### config.mk
export PLATFORM = sky130hd
export DESIGN_NAME = aes_gcm_spi_regif
export DESIGN_NICKNAME = d
export VERILOG_FILES = /design/src/rtl/aes_gcm_spi_regif.sv
export SDC_FILE = /design/constraint.sdc
export NUM_CORES = 2
export LEC_CHECK = 0
export ABC_AREA = 1
export CAP_MARGIN = 20
export CORE_AREA = 2 2 571 573
export DETAILED_ROUTE_END_ITERATION = 10
export DIE_AREA = 0 0 573 575
export GPL_TIMING_DRIVEN = 0
export MAX_ROUTING_LAYER = met4
export PLACE_DENSITY = 0.4
export SETUP_SLACK_MARGIN = 0.2
export SLEW_MARGIN = 40
export SYNTH_ARGS = -nofsm -noshare
export SYNTH_HDL_FRONTEND = slang
export SYNTH_SLANG_ARGS = --single-unit
### constraint.sdc
create_clock -name clk -period 3.05 [get_ports clk]
set_clock_uncertainty 0.05 [all_clocks]
set_input_delay 0.4575 -clock clk [delete_from_list [all_inputs] [get_ports clk]]
set_output_delay 0.4575 -clock clk [all_outputs]
set_load 0.1 [all_outputs]
### src/rtl/aes_gcm_spi_regif.sv
// SPI mode-0 slave register file for the AES-GCM core: field writes, result reads,
// sticky status/error byte and a maskable level interrupt.
module aes_gcm_spi_regif #(
    parameter int KEY_BYTES   = 32,
    parameter int NONCE_BYTES = 12,
    parameter int PT_BLOCKS   = 3,
    parameter int AAD_BYTES   = 28,
    parameter int SYNC_STAGES = 3
) (
    input  logic                       clk,
    input  logic                       rst,
    input  logic                       spi_sck,
    input  logic                       spi_mosi,
    input  logic                       spi_cs_n,
    output logic                       spi_miso,
    output logic                       irq,
    output logic                       core_start,
    output logic [8*KEY_BYTES-1:0]     core_key,
    output logic [8*NONCE_BYTES-1:0]   core_nonce,
    output logic [128*PT_BLOCKS-1:0]   core_pt,
    output logic [8*AAD_BYTES-1:0]     core_aad,
    input  logic [128*PT_BLOCKS-1:0]   core_ct,
    input  logic [127:0]               core_tag,
    input  logic                       core_done
);
    localparam int PT_BYTES = 16 * PT_BLOCKS;

    localparam logic [1:0] ST_IDLE    = 2'd0;
    localparam logic [1:0] ST_WRITE   = 2'd1;
    localparam logic [1:0] ST_READ    = 2'd2;
    localparam logic [1:0] ST_DISCARD = 2'd3;

    localparam logic [7:0] CMD_KEY    = 8'h01;
    localparam logic [7:0] CMD_NONCE  = 8'h02;
    localparam logic [7:0] CMD_PT     = 8'h03;
    localparam logic [7:0] CMD_AAD    = 8'h04;
    localparam logic [7:0] CMD_START  = 8'h10;
    localparam logic [7:0] CMD_CT     = 8'h20;
    localparam logic [7:0] CMD_TAG    = 8'h21;
    localparam logic [7:0] CMD_IRQEN  = 8'h30;
    localparam logic [7:0] CMD_STATUS = 8'hF0;

    logic [SYNC_STAGES-1:0] sck_sync_q, sck_sync_d;
    logic [SYNC_STAGES-1:0] mosi_sync_q, mosi_sync_d;
    logic [SYNC_STAGES-1:0] cs_sync_q, cs_sync_d;
    logic                   armed_q, armed_d;
    logic [2:0]             bit_cnt_q, bit_cnt_d;
    logic [6:0]             rx_shift_q, rx_shift_d;
    logic                   byte_rdy_q, byte_rdy_d;
    logic [7:0]             rx_byte_q, rx_byte_d;
    logic [1:0]             state_q, state_d;
    logic [7:0]             cmd_q, cmd_d;
    logic [7:0]             byte_cnt_q, byte_cnt_d;
    logic [7:0]             tx_shift_q, tx_shift_d;
    logic                   miso_q, miso_d;
    logic                   irq_q, irq_d;
    logic                   core_start_q, core_start_d;
    logic                   done_q, done_d;
    logic                   busy_q, busy_d;
    logic                   err_q, err_d;
    logic                   irq_en_q, irq_en_d;

    logic [KEY_BYTES-1:0][7:0]   key_q, key_d;
    logic [NONCE_BYTES-1:0][7:0] nonce_q, nonce_d;
    logic [PT_BYTES-1:0][7:0]    pt_q, pt_d;
    logic [AAD_BYTES-1:0][7:0]   aad_q, aad_d;
    logic [PT_BYTES-1:0][7:0]    ct_sh_q, ct_sh_d;
    logic [15:0][7:0]            tag_sh_q, tag_sh_d;

    logic       cs_n_s, mosi_s, sck_rise, sck_fall, active;
    logic [7:0] rd_cmd, rd_idx, rd_data;
    logic       set_err, clr_err, set_busy, clr_done, wr_hit;

    assign cs_n_s   = cs_sync_q[SYNC_STAGES-1];
    assign mosi_s   = mosi_sync_q[SYNC_STAGES-1];
    assign sck_rise = sck_sync_q[SYNC_STAGES-2] & ~sck_sync_q[SYNC_STAGES-1];
    assign sck_fall = ~sck_sync_q[SYNC_STAGES-2] & sck_sync_q[SYNC_STAGES-1];
    // After reset the frame stays dead until CS is seen high again.
    assign active   = armed_q & ~cs_n_s;

    // Read mux: at decode time the command byte itself selects response byte 0.
    always_comb begin
        rd_cmd  = (state_q == ST_IDLE) ? rx_byte_q : cmd_q;
        rd_idx  = (state_q == ST_IDLE) ? 8'd0 : byte_cnt_q;
        rd_data = 8'h00;
        if (rd_cmd == CMD_CT) begin
            for (int i = 0; i < PT_BYTES; i++)
                if (rd_idx == 8'(i)) rd_data = ct_sh_q[PT_BYTES-1-i];
        end else if (rd_cmd == CMD_TAG) begin
            for (int i = 0; i < 16; i++)
                if (rd_idx == 8'(i)) rd_data = tag_sh_q[15-i];
        end
    end

    always_comb begin
        sck_sync_d   = {sck_sync_q[SYNC_STAGES-2:0], spi_sck};
        mosi_sync_d  = {mosi_sync_q[SYNC_STAGES-2:0], spi_mosi};
        cs_sync_d    = {cs_sync_q[SYNC_STAGES-2:0], spi_cs_n};
        armed_d      = armed_q | cs_n_s;
        bit_cnt_d    = bit_cnt_q;
        rx_shift_d   = rx_shift_q;
        byte_rdy_d   = 1'b0;
        rx_byte_d    = rx_byte_q;
        state_d      = state_q;
        cmd_d        = cmd_q;
        byte_cnt_d   = byte_cnt_q;
        tx_shift_d   = tx_shift_q;
        miso_d       = miso_q;
        core_start_d = 1'b0;
        key_d        = key_q;
        nonce_d      = nonce_q;
        pt_d         = pt_q;
        aad_d        = aad_q;
        irq_en_d     = irq_en_q;
        set_err      = 1'b0;
        clr_err      = 1'b0;
        set_busy     = 1'b0;
        clr_done     = 1'b0;
        wr_hit       = 1'b0;

        if (!active) begin
            bit_cnt_d  = 3'd0;
            rx_shift_d = 7'd0;
            state_d    = ST_IDLE;
            byte_cnt_d = 8'd0;
            tx_shift_d = 8'd0;
            miso_d     = 1'b0;
        end else begin
            if (sck_rise) begin
                rx_shift_d = {rx_shift_q[5:0], mosi_s};
                bit_cnt_d  = bit_cnt_q + 3'd1;
                if (bit_cnt_q == 3'd7) begin
                    byte_rdy_d = 1'b1;
                    rx_byte_d  = {rx_shift_q, mosi_s};
                end
            end
            if (sck_fall) begin
                miso_d     = tx_shift_q[7];
                tx_shift_d = {tx_shift_q[6:0], 1'b0};
            end
            if (byte_rdy_q) begin
                case (state_q)
                    ST_IDLE: begin
                        cmd_d = rx_byte_q;
                        case (rx_byte_q)
                            CMD_KEY, CMD_NONCE, CMD_PT, CMD_AAD, CMD_IRQEN: begin
                                state_d    = ST_WRITE;
                                byte_cnt_d = 8'd0;
                            end
                            CMD_START: begin
                                state_d = ST_DISCARD;
                                if (!busy_q) begin
                                    core_start_d = 1'b1;
                                    set_busy     = 1'b1;
                                    clr_done     = 1'b1;
                                end else begin
                                    set_err = 1'b1;
                                end
                            end
                            CMD_CT, CMD_TAG: begin
                                state_d    = ST_READ;
                                tx_shift_d = rd_data;
                                byte_cnt_d = 8'd1;
                            end
                            CMD_STATUS: begin
                                state_d    = ST_READ;
                                tx_shift_d = {4'b0, err_q, irq_en_q, busy_q, done_q};
                                byte_cnt_d = 8'd1;
                                clr_done   = 1'b1;
                                clr_err    = 1'b1;
                            end
                            default: begin
                                state_d = ST_DISCARD;
                                set_err = 1'b1;
                            end
                        endcase
                    end
                    ST_WRITE: begin
                        // Bytes beyond the field match no index and flag an error.
                        case (cmd_q)
                            CMD_KEY:
                                for (int i = 0; i < KEY_BYTES; i++)
                                    if (byte_cnt_q == 8'(i)) begin
                                        key_d[KEY_BYTES-1-i] = rx_byte_q;
                                        wr_hit = 1'b1;
                                    end
                            CMD_NONCE:
                                for (int i = 0; i < NONCE_BYTES; i++)
                                    if (byte_cnt_q == 8'(i)) begin
                                        nonce_d[NONCE_BYTES-1-i] = rx_byte_q;
                                        wr_hit = 1'b1;
                                    end
                            CMD_PT:
                                for (int i = 0; i < PT_BYTES; i++)
                                    if (byte_cnt_q == 8'(i)) begin
                                        pt_d[PT_BYTES-1-i] = rx_byte_q;
                                        wr_hit = 1'b1;
                                    end
                            CMD_AAD:
                                for (int i = 0; i < AAD_BYTES; i++)
                                    if (byte_cnt_q == 8'(i)) begin
                                        aad_d[AAD_BYTES-1-i] = rx_byte_q;
                                        wr_hit = 1'b1;
                                    end
                            default:
                                if (byte_cnt_q == 8'd0) begin
                                    irq_en_d = rx_byte_q[0];
                                    wr_hit   = 1'b1;
                                end
                        endcase
                        set_err    = ~wr_hit;
                        byte_cnt_d = (byte_cnt_q == 8'hFF) ? byte_cnt_q : byte_cnt_q + 8'd1;
                    end
                    ST_READ: begin
                        tx_shift_d = rd_data;
                        byte_cnt_d = (byte_cnt_q == 8'hFF) ? byte_cnt_q : byte_cnt_q + 8'd1;
                    end
                    default: ;
                endcase
            end
        end

        ct_sh_d  = core_done ? core_ct  : ct_sh_q;
        tag_sh_d = core_done ? core_tag : tag_sh_q;
        // Set events win over the status-read clear; START judges the registered busy.
        done_d   = core_done ? 1'b1 : (clr_done ? 1'b0 : done_q);
        busy_d   = set_busy  ? 1'b1 : (core_done ? 1'b0 : busy_q);
        err_d    = set_err   ? 1'b1 : (clr_err ? 1'b0 : err_q);
        irq_d    = done_q & irq_en_q;
    end

    always_ff @(posedge clk) begin
        if (rst) begin
            sck_sync_q   <= '0;
            mosi_sync_q  <= '0;
            cs_sync_q    <= '0;
            armed_q      <= 1'b0;
            bit_cnt_q    <= 3'd0;
            rx_shift_q   <= 7'd0;
            byte_rdy_q   <= 1'b0;
            rx_byte_q    <= 8'd0;
            state_q      <= ST_IDLE;
            cmd_q        <= 8'd0;
            byte_cnt_q   <= 8'd0;
            tx_shift_q   <= 8'd0;
            miso_q       <= 1'b0;
            irq_q        <= 1'b0;
            core_start_q <= 1'b0;
            done_q       <= 1'b0;
            busy_q       <= 1'b0;
            err_q        <= 1'b0;
            irq_en_q     <= 1'b1;
            key_q        <= '0;
            nonce_q      <= '0;
            pt_q         <= '0;
            aad_q        <= '0;
            ct_sh_q      <= '0;
            tag_sh_q     <= '0;
        end else begin
            sck_sync_q   <= sck_sync_d;
            mosi_sync_q  <= mosi_sync_d;
            cs_sync_q    <= cs_sync_d;
            armed_q      <= armed_d;
            bit_cnt_q    <= bit_cnt_d;
            rx_shift_q   <= rx_shift_d;
            byte_rdy_q   <= byte_rdy_d;
            rx_byte_q    <= rx_byte_d;
            state_q      <= state_d;
            cmd_q        <= cmd_d;
            byte_cnt_q   <= byte_cnt_d;
            tx_shift_q   <= tx_shift_d;
            miso_q       <= miso_d;
            irq_q        <= irq_d;
            core_start_q <= core_start_d;
            done_q       <= done_d;
            busy_q       <= busy_d;
            err_q        <= err_d;
            irq_en_q     <= irq_en_d;
            key_q        <= key_d;
            nonce_q      <= nonce_d;
            pt_q         <= pt_d;
            aad_q        <= aad_d;
            ct_sh_q      <= ct_sh_d;
            tag_sh_q     <= tag_sh_d;
        end
    end

    assign spi_miso   = miso_q;
    assign irq        = irq_q;
    assign core_start = core_start_q;
    assign core_key   = key_q;
    assign core_nonce = nonce_q;
    assign core_pt    = pt_q;
    assign core_aad   = aad_q;

endmodule
# == Word-level counts from Yosys, hierarchy flattened ==
# Cells that the tools add are included.
# totals
inputBits,518
ff_bits,1534
word_cells,625
# op_classes
add_sub_neg,2
eq_ne,115
reduce_logical,140
n_bitwise,12
n_mux,153
# ops
op,count
5-bit AND reduction,121
8-bit two-way mux,71
8-bit by 6-bit equality test with 1-bit output (second input constant),37
8-bit by 5-bit equality test with 1-bit output (second input constant),33
8-bit by 4-bit equality test with 1-bit output (second input constant),16
8-bit by 3-bit equality test with 1-bit output (second input constant),10
1-bit two-way mux,73
8-bit by 2-bit equality test with 1-bit output (second input constant),8
8-bit case mux with 2 select lines,4
8-bit by 1-bit equality test with 1-bit output (second input constant),4
8-bit equality test (second input constant),2
8-bit zero test,2
8-bit by 1-bit adder with 8-bit output (second input constant),1
2-bit nonzero test,4
8-bit OR reduction,1
1-bit NOT,7
1-bit case mux with 2 select lines,3
2-bit OR reduction,3
3-bit OR reduction,2
5-bit OR reduction,1
1-bit AND,4
1-bit case mux with 4 select lines,1
2-bit case mux with 2 select lines,1
2-bit AND reduction,2
other kinds (11),11

# == Logic depth before layout (Yosys ltp) ==
# logic_depth
word_depth,58
depth_mapped,50
depth_no_buf,50

# == Least setup slack after synthesis ==
# Ideal clock, no wire load.
# synth_path
path_kind,register to register
from,register state_q[0]
to,register tx_shift_q[7]
synth_period_minus_slack_ns,3.335
arrival_time_ns,3.152
n_path_buf,1
slack_ns,-0.285
setup_time_ns,0.132
stages_incl_launch_ff,39
cell_sequence,dfxtp_1 > inv_1 > ha_1 > inv_2 > buf_6 > nand3_2 > nor2_1 > nand2_2 > or2_2 > nand2_1 > nand4_1 > a21boi_1 > nand4_1 > nand2_1 > nand2_1 > nand2_1 > nand2_1 > nand2_1 > [3 not listed] > nand2_1 > nand2_1 > nand2_1 > nand2_1 > nand2_1 > nand2_1 > nand2_1 > nand4_1 > nor2_1 > nand3_1 > nand2_1 > nand4_1 > nor2_1 > nand4_1 > nor2_1 > nand4_1 > nand2_1 > a21oi_1
# synth_between
elab_chain_len,55
word_cells_on_any_way,123
classes_between,50 x eq/ne; 71 x mux; 2 x reduce/logical
# synth_lines
item,line,source
from (decl),51,"logic [1:0] state_q, state_d;"
from (signal assigned),268,state_q <= state_d;
2-bit zero test,"83, 84, 142",
8-bit two-way mux,84,rd_idx = (state_q == ST_IDLE) ? 8'd0 : byte_cnt_q;
8-bit zero test,"88, 91",
8-bit two-way mux (48 in a row),88,if (rd_idx == 8'(i)) rd_data = ct_sh_q[PT_BYTES-1-i];
8-bit two-way mux,86,if (rd_cmd == CMD_CT) begin
8-bit case mux with 2 select lines,145,case (rx_byte_q)
8-bit case mux with 2 select lines *,142,case (state_q)
8-bit two-way mux *,141,if (byte_rdy_q) begin
to (signal assigned),271,tx_shift_q <= tx_shift_d;
to (decl),54,"logic [7:0] tx_shift_q, tx_shift_d;"
# Every way passes the cells marked *; elsewhere a longest branch is shown, timed or not.
# A chain may end at the register's enable or synchronous reset.

# == Worst setup path after layout ==
# layout_path
from,register state_q[0]
to,register tx_shift_q[4]
# The elaborated chain is that of the path after synthesis.

==> results by group <==
Power and ir drop
  – Maximum vdd drop: 433 µV
  – Pwr Total: 0.0468 W
  – Leak: 34.2 nW
  – PD cells: 555 nW/µm²

Logic synthesis
  – Netlist cell types: 46
  – Ys async rst share: 0%
  – Area leader, netlist: dfxtp_1
  – Ys flop type: dfxtp_1
  – Synthesized Nets: 8197
  – Commonest cells in the netlist: dfxtp_1 (1534), o21ai_0 (1436), a21oi_1 (1100)
  – Count of state elements after synthesis: 1534
  – Netlist Area Pre-Place: 58400 µm²
  – Count leader, synth: dfxtp_1
  – Post-synth top area share: 52.6%
  – Ranking of synthesized cells by area: dfxtp_1 (53%), o21ai_0 (12%), a21oi_1 (9.4%)
  – Gate Count Post-Synth: 7669
  – Sequential element share of the synthesized area: 52.6%
  – Synth Warn #: 0
  – Syn_area_per_cell: 7.62 µm²
  – Number of flops mapped to enable cells by yosys: 0

CTS
  – CTS tree: built
  – Clk Tree Root Cell: clkbuf_16
  – Cts hold-fix bufs: 0
  – CTS max path bufs: 4
  – Number of CTS-inserted buffers: 188
  – # clock sinks: 1534
  – Clk slew on worst S/H paths: 0.06 ns
  – Skew-Pair Late Insertion Delay: 0.88 ns
  – Htree depth: 4

Cells and area
  – # fillers: 35700
  – Area delta synth->final: 44.4%
  – Final design utilization: 26.1%
  – Finished Layout Cells: 14000
  – Share of layout cells above drive strength 1: 21.1%
  – Finished Cell Area: 84300 µm²
  – Nets: 10000

Global route
  – First-pass GRT wire length: 512000 µm
  – Largest net degree at the start of global routing: 16
  – Number of global-route vias before repair: 59700
  – Remaining Overflow, GRT: 0
  – Initial antenna violation count: 97
  – GRT Overall Usage: 23.0%

Detailed routing
  – Wirelength per Cell: 27.4 µm
  – Vias/cell: 4.36
  – Remaining DRCs: 0
  – Pre-Repair DR Iteration Count: 8
  – DRT antenna net count: 0
  – Final WL: 385000 µm
  – DR iter-0 viols: 4753
  – Vias post-DR: 61200

Worst setup path
  – Max incr delay on CP: 0.35 ns
  – Worst R2R Setup Slack: -2.06 ns
  – Worst Setup EP: tx_shift_q[4]
  – Worst r2r src: state_q[0]
  – Crit path max fanout: 7
  – Crit path max-delay cell type: dfxtp_4
  – Reg2reg path depth: 38
  – Crit path launch: state_q[0]
  – Critical path class: flip-flop to flip-flop
  – Reg-to-reg endpoint: tx_shift_q[4]
  – CP arrival: 5.74 ns
  – Startpoint Class: flip-flop
  – Worst EP required: 3.68 ns
  – Worst setup EP type: flip-flop
  – Cell mode on critical path: nand4_1

Placement
  – DP Area: 74700 µm²
  – I/O Buffers: 1478
  – Placer Congestion: 0.913
  – DP Cell Count: 13500
  – DP HPWL: 314000 µm

Outcome
  – Failing checks: negative setup slack
  – Status: complete, but fails checks

Timing
  – Highest clock rate: 196 MHz
  – Min Tclk post-route: 5.11 ns
  – Hold Vio Cnt, Final: 0
  – RSZ-0062 raised after global routing: yes
  – Final setup margin: -2.06 ns
  – Max-slew violations: 0
  – Period utilization: 167%
  – Slew margin rel.: 38.6%
  – # setup viols final: 9
  – Worst-Margin Slew: 0.921 ns
  – Smallest hold slack: 0.104 ns

Floorplanning
  – Row count: 209
  – Total die area: 329000 µm²
  – Std-Cell Core Area: 323000 µm²
  – Chip Width: 573 µm
  – Die H: 575 µm
  – I/O Pins: 1481
  – Starting density of the core: 18.1%

Hold path
  – Type of the worst min-delay path: input pin to flip-flop

Run
  – Max-cap viol count: 0
==> cell type report <==
| class | count | area, µm² | area share [%] |
|---|---|---|---|
| Timing Repair Buffer | 1639 | 11900 | 14.1 |
| Sequential cell | 1534 | 30700 | 36.4 |
| Clock inverter | 63 | 810 | 0.960 |
| Multi-Input combinational cell | 4548 | 23200 | 27.6 |
| Clock buffer | 269 | 5430 | 6.44 |
| Antenna cell | 80 | 200 | 0.237 |
| Tap cell | 4325 | 5410 | 6.42 |
| Buffer | 535 | 2570 | 3.05 |
| Inverter | 1052 | 4050 | 4.80 |
==> sequential cells by signal (all words and copies together) (netlist names), 96 cells and up <==
signal      cells
core_pt       384
ct_sh_q       384
core_key      256
tag_sh_q      128
core_aad      224
core_nonce     96
==> layer usage <==
layer | up-vias | routed length, µm | track usage [%] | share of wire [%]
li1 | 29000 | - | - | -
met1 | 29500 | 158000 | 26.9 | 41
met2 | 2244 | 186000 | 38.7 | 48
met3 | 495 | 26500 | 5.16 | 6.9
met4 | 0 | 14700 | 7.76 | 3.8
met5 | - | 0 | - | 0
==> worst max-delay path: cells and delay by family (launching register included) <==
| kind | cells | cell delay [ns] |
|---|---|---|
| AO/OA/AOI/OAI | 3 | 0.34 |
| buffers and inverters | 6 | 0.65 |
| AND/OR/NAND/NOR | 28 | 3.39 |
| flip-flops | 1 | 0.35 |
| adder cells (fa/ha/maj) | 1 | 0.16 |
==> where the power goes <==
part	total, W	switching [W]	internal, W	leakage, nW
logic	0.00280	0.00171	0.00109	18.7
registers	0.0207	0.000201	0.0205	12.5
clock network	0.0233	0.00976	0.0135	3.06
total	0.0468	0.0117	0.0351	34.2
==> worst min-delay path by stage <==
stage          slack, ns  cells after the start          start            end
6_report            0.10                      3       spi_cs_n   cs_sync_q[0]
5_1_grt             0.05                      3       spi_cs_n   cs_sync_q[0]
4_1_cts            0.007                      3       spi_cs_n   cs_sync_q[0]
3_5_place_dp        0.35                      2  sck_sync_q[0]  sck_sync_q[1]
3_3_place_gp        0.35                      2  sck_sync_q[0]  sck_sync_q[1]
2_1_floorplan       0.34                      2   cs_sync_q[0]   cs_sync_q[1]
==> cell usage in the layout, fill, tap and decap left out, types with 12 or more instances in the layout <==
master,n
buf_2,971
nor2_2,52
clkbuf_2,167
a211oi_1,172
nor2_4,83
o211ai_1,19
clkinvlp_4,19
or2_2,12
clkbuf_8,40
buf_12,25
nor2_1,881
clkbuf_16,192
inv_2,42
nand4_1,68
buf_16,17
buf_6,21
nand2_4,23
nand2_2,80
buf_4,112
nand2_1,468
nand3_2,13
clkbuf_4,24
inv_1,979
bufinv_16,13
nand3_1,35
o21ai_0,1428
clkdlybuf4s50_1,515
dfxtp_1,1524
clkbuf_1,339
a21oi_1,1095
diode_2,80
clkinv_2,31
==> through the flow <==
step	worst slack [ns]	TNS (ns)
CTS	-2.13	-15.23
finish	-2.06	-14.03
floorplan	-0.172	-1.04
global route	-2.33	-17.05
detailed placement	-2.73	-987.42
global placement	-3.05	-2248.44
==> what timing repair did <==
action	4_1_cts	5_1_grt
resized for setup	493	180
pin swaps	100	132
gates cloned	0	2
endpoints found under the setup margin	976	289
setup buffers	79	53
==> kinds of logic after synthesis <==
logic type | after synthesis | share of synthesized area [%]
adders and majority gates | 10 | 0.214
muxes | 1 | 0.0171
buffers and inverters | 1587 | 10.3
DFF | 1534 | 52.6
xor gates and xnor gates | 1 | 0.0150
and+or+nand+nor | 1770 | 12.2
AOI/OAI and AO/OA | 2766 | 24.7
No activity file was read; power rests on OpenSTA's default activity.
